**src/rtl/mc_ctrl.sv**
```systemverilog
// Multi-cycle MIPS control FSM. It sequences the PC, IR, register file, ALU and data memory
// for one instruction at a time. The outputs are decoded from the current state and op/funct.
module mc_ctrl #(
  parameter int CNT_W = 32
) (
  input  logic             clk,
  input  logic             reset,
  input  logic [5:0]       op,
  input  logic [5:0]       funct,
  input  logic             zero,
  output logic             pcwr,
  output logic             irwr,
  output logic [1:0]       npc_op,
  output logic             regwr,
  output logic [1:0]       regdst,
  output logic [1:0]       wd_sel,
  output logic             alusrc,
  output logic [2:0]       alu_op,
  output logic [1:0]       ext_op,
  output logic             memwr,
  output logic             illegal,
  output logic [3:0]       state,
  output logic [CNT_W-1:0] instret
);

  typedef enum logic [3:0] {
    S_FETCH  = 4'd0,
    S_DECODE = 4'd1,
    S_MA     = 4'd2,
    S_MR     = 4'd3,
    S_MW     = 4'd4,
    S_LWB    = 4'd5,
    S_EXE    = 4'd6,
    S_RWB    = 4'd7,
    S_BR     = 4'd8,
    S_JMP    = 4'd9
  } state_t;

  state_t cur;
  state_t dcd;

  logic rtype;
  logic is_addu, is_subu, is_jr;
  logic is_ori, is_lui, is_lw, is_sw, is_beq, is_j, is_jal;
  logic is_alu, is_mem, is_jmp, supported;
  logic retire;

  assign rtype   = (op == 6'b000000);
  assign is_addu = rtype && (funct == 6'b100001);
  assign is_subu = rtype && (funct == 6'b100011);
  assign is_jr   = rtype && (funct == 6'b001000);
  assign is_ori  = (op == 6'b001101);
  assign is_lui  = (op == 6'b001111);
  assign is_lw   = (op == 6'b100011);
  assign is_sw   = (op == 6'b101011);
  assign is_beq  = (op == 6'b000100);
  assign is_j    = (op == 6'b000010);
  assign is_jal  = (op == 6'b000011);

  assign is_alu    = is_addu | is_subu | is_ori | is_lui;
  assign is_mem    = is_lw | is_sw;
  assign is_jmp    = is_j | is_jal | is_jr;
  assign supported = is_alu | is_mem | is_jmp | is_beq;

  // Each of these states is the final cycle of a supported instruction.
  assign retire = (cur == S_LWB) || (cur == S_MW) || (cur == S_RWB) ||
                  (cur == S_BR)  || (cur == S_JMP);

  assign state = cur;

  always_ff @(posedge clk) begin
    if (reset) begin
      cur     <= S_FETCH;
      instret <= '0;
    end else begin
      case (cur)
        S_FETCH:  cur <= S_DECODE;
        S_DECODE: begin
          if (is_mem)      cur <= S_MA;
          else if (is_alu) cur <= S_EXE;
          else if (is_beq) cur <= S_BR;
          else if (is_jmp) cur <= S_JMP;
          else             cur <= S_FETCH;
        end
        S_MA:     cur <= is_lw ? S_MR : S_MW;
        S_MR:     cur <= S_LWB;
        S_EXE:    cur <= S_RWB;
        default:  cur <= S_FETCH;
      endcase
      if (retire) instret <= instret + CNT_W'(1);
    end
  end

  // While reset is high, decode as FETCH. The write enables below are then masked off.
  assign dcd = reset ? S_FETCH : cur;

  always_comb begin
    pcwr    = 1'b0;
    irwr    = 1'b0;
    npc_op  = 2'b00;
    regwr   = 1'b0;
    regdst  = 2'b00;
    wd_sel  = 2'b00;
    alusrc  = 1'b0;
    alu_op  = 3'b000;
    ext_op  = 2'b00;
    memwr   = 1'b0;
    illegal = 1'b0;
    case (dcd)
      S_FETCH: begin
        pcwr = 1'b1;
        irwr = 1'b1;
      end
      S_DECODE: illegal = ~supported;
      S_MA, S_MR, S_MW: begin
        alusrc = 1'b1;
        ext_op = 2'b01;
        memwr  = (dcd == S_MW);
      end
      S_LWB: begin
        regwr  = 1'b1;
        wd_sel = 2'b01;
      end
      S_EXE, S_RWB: begin
        if (is_subu) begin
          alu_op = 3'b001;
        end else if (is_ori) begin
          alu_op = 3'b010;
          alusrc = 1'b1;
        end else if (is_lui) begin
          alu_op = 3'b011;
          alusrc = 1'b1;
          ext_op = 2'b10;
        end
        if (dcd == S_RWB) begin
          regwr  = 1'b1;
          regdst = rtype ? 2'b01 : 2'b00;
        end
      end
      S_BR: begin
        alu_op = 3'b001;
        npc_op = 2'b01;
        pcwr   = zero;
      end
      S_JMP: begin
        pcwr   = 1'b1;
        npc_op = is_jr ? 2'b11 : 2'b10;
        if (is_jal) begin
          regwr  = 1'b1;
          regdst = 2'b10;
          wd_sel = 2'b10;
        end
      end
      default: ;
    endcase
    if (reset) begin
      pcwr    = 1'b0;
      irwr    = 1'b0;
      regwr   = 1'b0;
      memwr   = 1'b0;
      illegal = 1'b0;
    end
  end

endmodule

```
**config.mk**
```make
export PLATFORM = sky130hd
export DESIGN_NAME = mc_ctrl
export DESIGN_NICKNAME = d
export VERILOG_FILES = /design/src/rtl/mc_ctrl.sv
export SDC_FILE = /design/constraint.sdc
export NUM_CORES = 1
export LEC_CHECK = 0
export CORE_UTILIZATION = 30
export DETAILED_ROUTE_END_ITERATION = 12
export HOLD_SLACK_MARGIN = 0.15
export PLACE_DENSITY = 0.54
export SYNTH_ARGS = -nofsm -noshare
export SYNTH_HDL_FRONTEND = slang
export SYNTH_SLANG_ARGS = --single-unit
export TNS_END_PERCENT = 20
```
**constraint.sdc**
```tcl
create_clock -name clk -period 1.9 [get_ports clk]
set_input_delay 0.19 -clock clk [delete_from_list [all_inputs] [get_ports clk]]
set_output_delay 0.19 -clock clk [all_outputs]
set_load 0.02 [all_outputs]
```
==> flow_summary.ini <==
[status]
status = finished, final reports clean

[critical_path]
arrival_ps = 1660
path_cells = clkdlybuf4s50_1 -> nor2_2 -> and4_4 -> a221oi_1 -> nor3_1 -> buf_4
cpMaxStageDelayCell = clkdlybuf4s50_1
crit_type = in2out
cpLargestDelayFamily = simple AND/OR/NAND/NOR gates
startpoint_type = primary input
path_buf_inv = 2
critPathRequiredTime_ps = 1710
endpoint_kind = output pin
path_max_fanout = 4
slowest_delay_ps = 500

[logic_synthesis]
syn_area_um2 = 2000
synth_top_area_cell = dfxtp_1
yosysUniqueCellTypes = 44
synth_top_area_share = 0.360
yosysWarnings = 0
ys_ff_latch = 36
syn_inst = 246
synth_common_cells = 36 x dfxtp_1, 31 x nor2_1, 22 x nand4_1, 22 x xor2_1, 15 x nand2_1
synth_edf_count = 0
yosysMostFrequentCell = dfxtp_1
ys.flop_type = dfxtp_1
synth.top_cells.by_area = dfxtp_1 36%, xor2_1 9.6%, nand4_1 6.9%, nor2_1 5.8%, and4_1 3.9%
seq_area_frac_synth = 0.360
syn_area_per_cell_um2 = 8.13
async_reset_ff_frac = 0
syn_nets = 262

[final_layout]
fin_area_um2 = 3110
post-route-util = 0.487
layout-drive-gt1-share = 0.241
layout.nets = 363
insertedDiodeCount = 0
areaGrowthSynthToFinish_pct = 55.6
fillerInstances = 653

[clock_network]
cts_made_buffers = 5
insertion_delay_ps = 290
cts_tree = built
cts-root-buf = clkbuf_8
cts_max_path_buffers = 2
clock_sinks = 36
htreeDepth = 2
ctsHoldBuffers = 0
clk_pin_slew_worst_paths_ps = 70

[global_routing]
grt_overflow = 0
first_global_vias = 1980
grt_max_degree = 33
grt_pass1_wl_um = 9630
antenna_found_initial = 0
gr-usage-all-layers = 0.168

[sta]
setup_violations = 0
finalCritPeriodShare = 0.972
fin_tns_setup_ps = 0
rsz0062_at_grt = yes
drv_slew = 0
fmax_ghz = 0.542
whs_ps = 319
skew_ps = 5.37
finalHoldViolCount = 0
min_period_ps = 1850

[pwr]
p_leak_nw = 1.27
p_total_mw = 1.58
power.density_nw_per_um2 = 509
ir_drop_mv = 0.400

[placed_design]
hpwl_um = 4420
place_congestion = 0.775
port_buffers = 66
dpl_cell_area_um2 = 3000

[hold_path]
hold_path_class = in2reg

[drt]
dr.pass1.iters = 6
viasPerCell = 5.00
routedWlPerCell_um = 13.6
drc = 0
drt_iter0_markers = 66
ant_nets = 0
wl_um = 5780
via_count = 2126

[floorplanning]
io_pins = 68
num_rows = 29
initial_core_util = 0.313
dieHeight_um = 83.6
core_area_um2 = 6390
dieWidth_um = 83.6
die_area_um2 = 6990

[flow_run]
cap_viol_max_count = 0
-- power breakdown --
part | internal (mW) | switching, mW
Clock | 0.388 | 0.283
Sequential | 0.757 | 0.00181
Combinational | 0.0703 | 0.0824
Total | 1.22 | 0.368
-- registers in the layout, indices dropped and copies added, names as in the netlist --
signal	count
instret	32
state	4
-- cell type report --
| cell class | count | area [µm²] | share of cell area |
|---|---|---|---|
| multi-input cells | 193 | 1250 | 0.403 |
| repair buffers | 107 | 912 | 0.293 |
| flip-flops and latches | 36 | 722 | 0.232 |
| well taps | 77 | 96.3 | 0.0310 |
| clock buffers | 5 | 68.8 | 0.0221 |
| clock inverters | 3 | 42.5 | 0.0137 |
| inverters | 4 | 15.0 | 0.00483 |
-- path summary, 6_finish.rpt --
kind / to / from / cells past startpoint / slack [ps]
min: state[2]$_SDFF_PP0_ / op[3] / 4 / 320
min reg2reg: instret[31]$_SDFFE_PP0P_ / instret[31]$_SDFFE_PP0P_ / 2 / 490
max reg2reg: instret[23]$_SDFFE_PP0P_ / state[1]$_SDFF_PP0_ / 7 / 90
max: alu_op[0] / op[0] / 6 / 50
-- cell families after synthesis --
family	after synthesis	share of synthesized area
AND/OR/NAND/NOR	134	0.371
flip-flops	36	0.360
AO/OA/AOI/OAI	33	0.112
XOR/XNOR	23	0.101
buffers and inverters	17	0.0426
adder cells (fa/ha/maj)	1	0.00626
other	1	0.00188
multiplexers	1	0.00501
-- per-stage QoR --
step | setup slack, ps | instances
floorplan | 61.8 | 246
global placement | -756 | 417
detailed placement | -795 | 417
CTS | -56.7 | 426
global route | -53.6 | 425
finish | 53.6 | 425
-- worst register-to-register path, cell delays in order (launching register included) --
cell	delay (ps)
dfxtp_1	310
or3b_4	410
buf_4	140
a21bo_4	210
buf_4	250
nand4_1	150
xor2_1	160
nor2_1	60
-- layout by cell type (no fill, tap or decap), drive strengths merged, types with 7 or more instances in the layout --
cell type      instances
a21oi                 10
and2                   9
and3                  11
and4                   9
buf                   51
clkbuf                 9
clkdlybuf4s50         42
dfxtp                 36
nand2                 15
nand3                  7
nand4                 22
nor2                  31
nor3                   8
o21ai                 10
or3                    7
xor2                  22
-- layer usage --
| layer | GRT usage | share of wire |
|---|---|---|
| met1 | 0.228 | 0.47 |
| met5 | 0 | 0 |
| met4 | 0.0493 | 0.0069 |
| met2 | 0.269 | 0.49 |
| met3 | 0.0326 | 0.037 |
-- what timing repair did --
action / 4_1_cts / 5_1_grt
setup buffers: 1 / 0
endpoints found under the setup margin: 18 / 23
gates resized for setup: 70 / 19
pin swaps: 6 / 6
No activity file was read; power rests on OpenSTA's default activity.
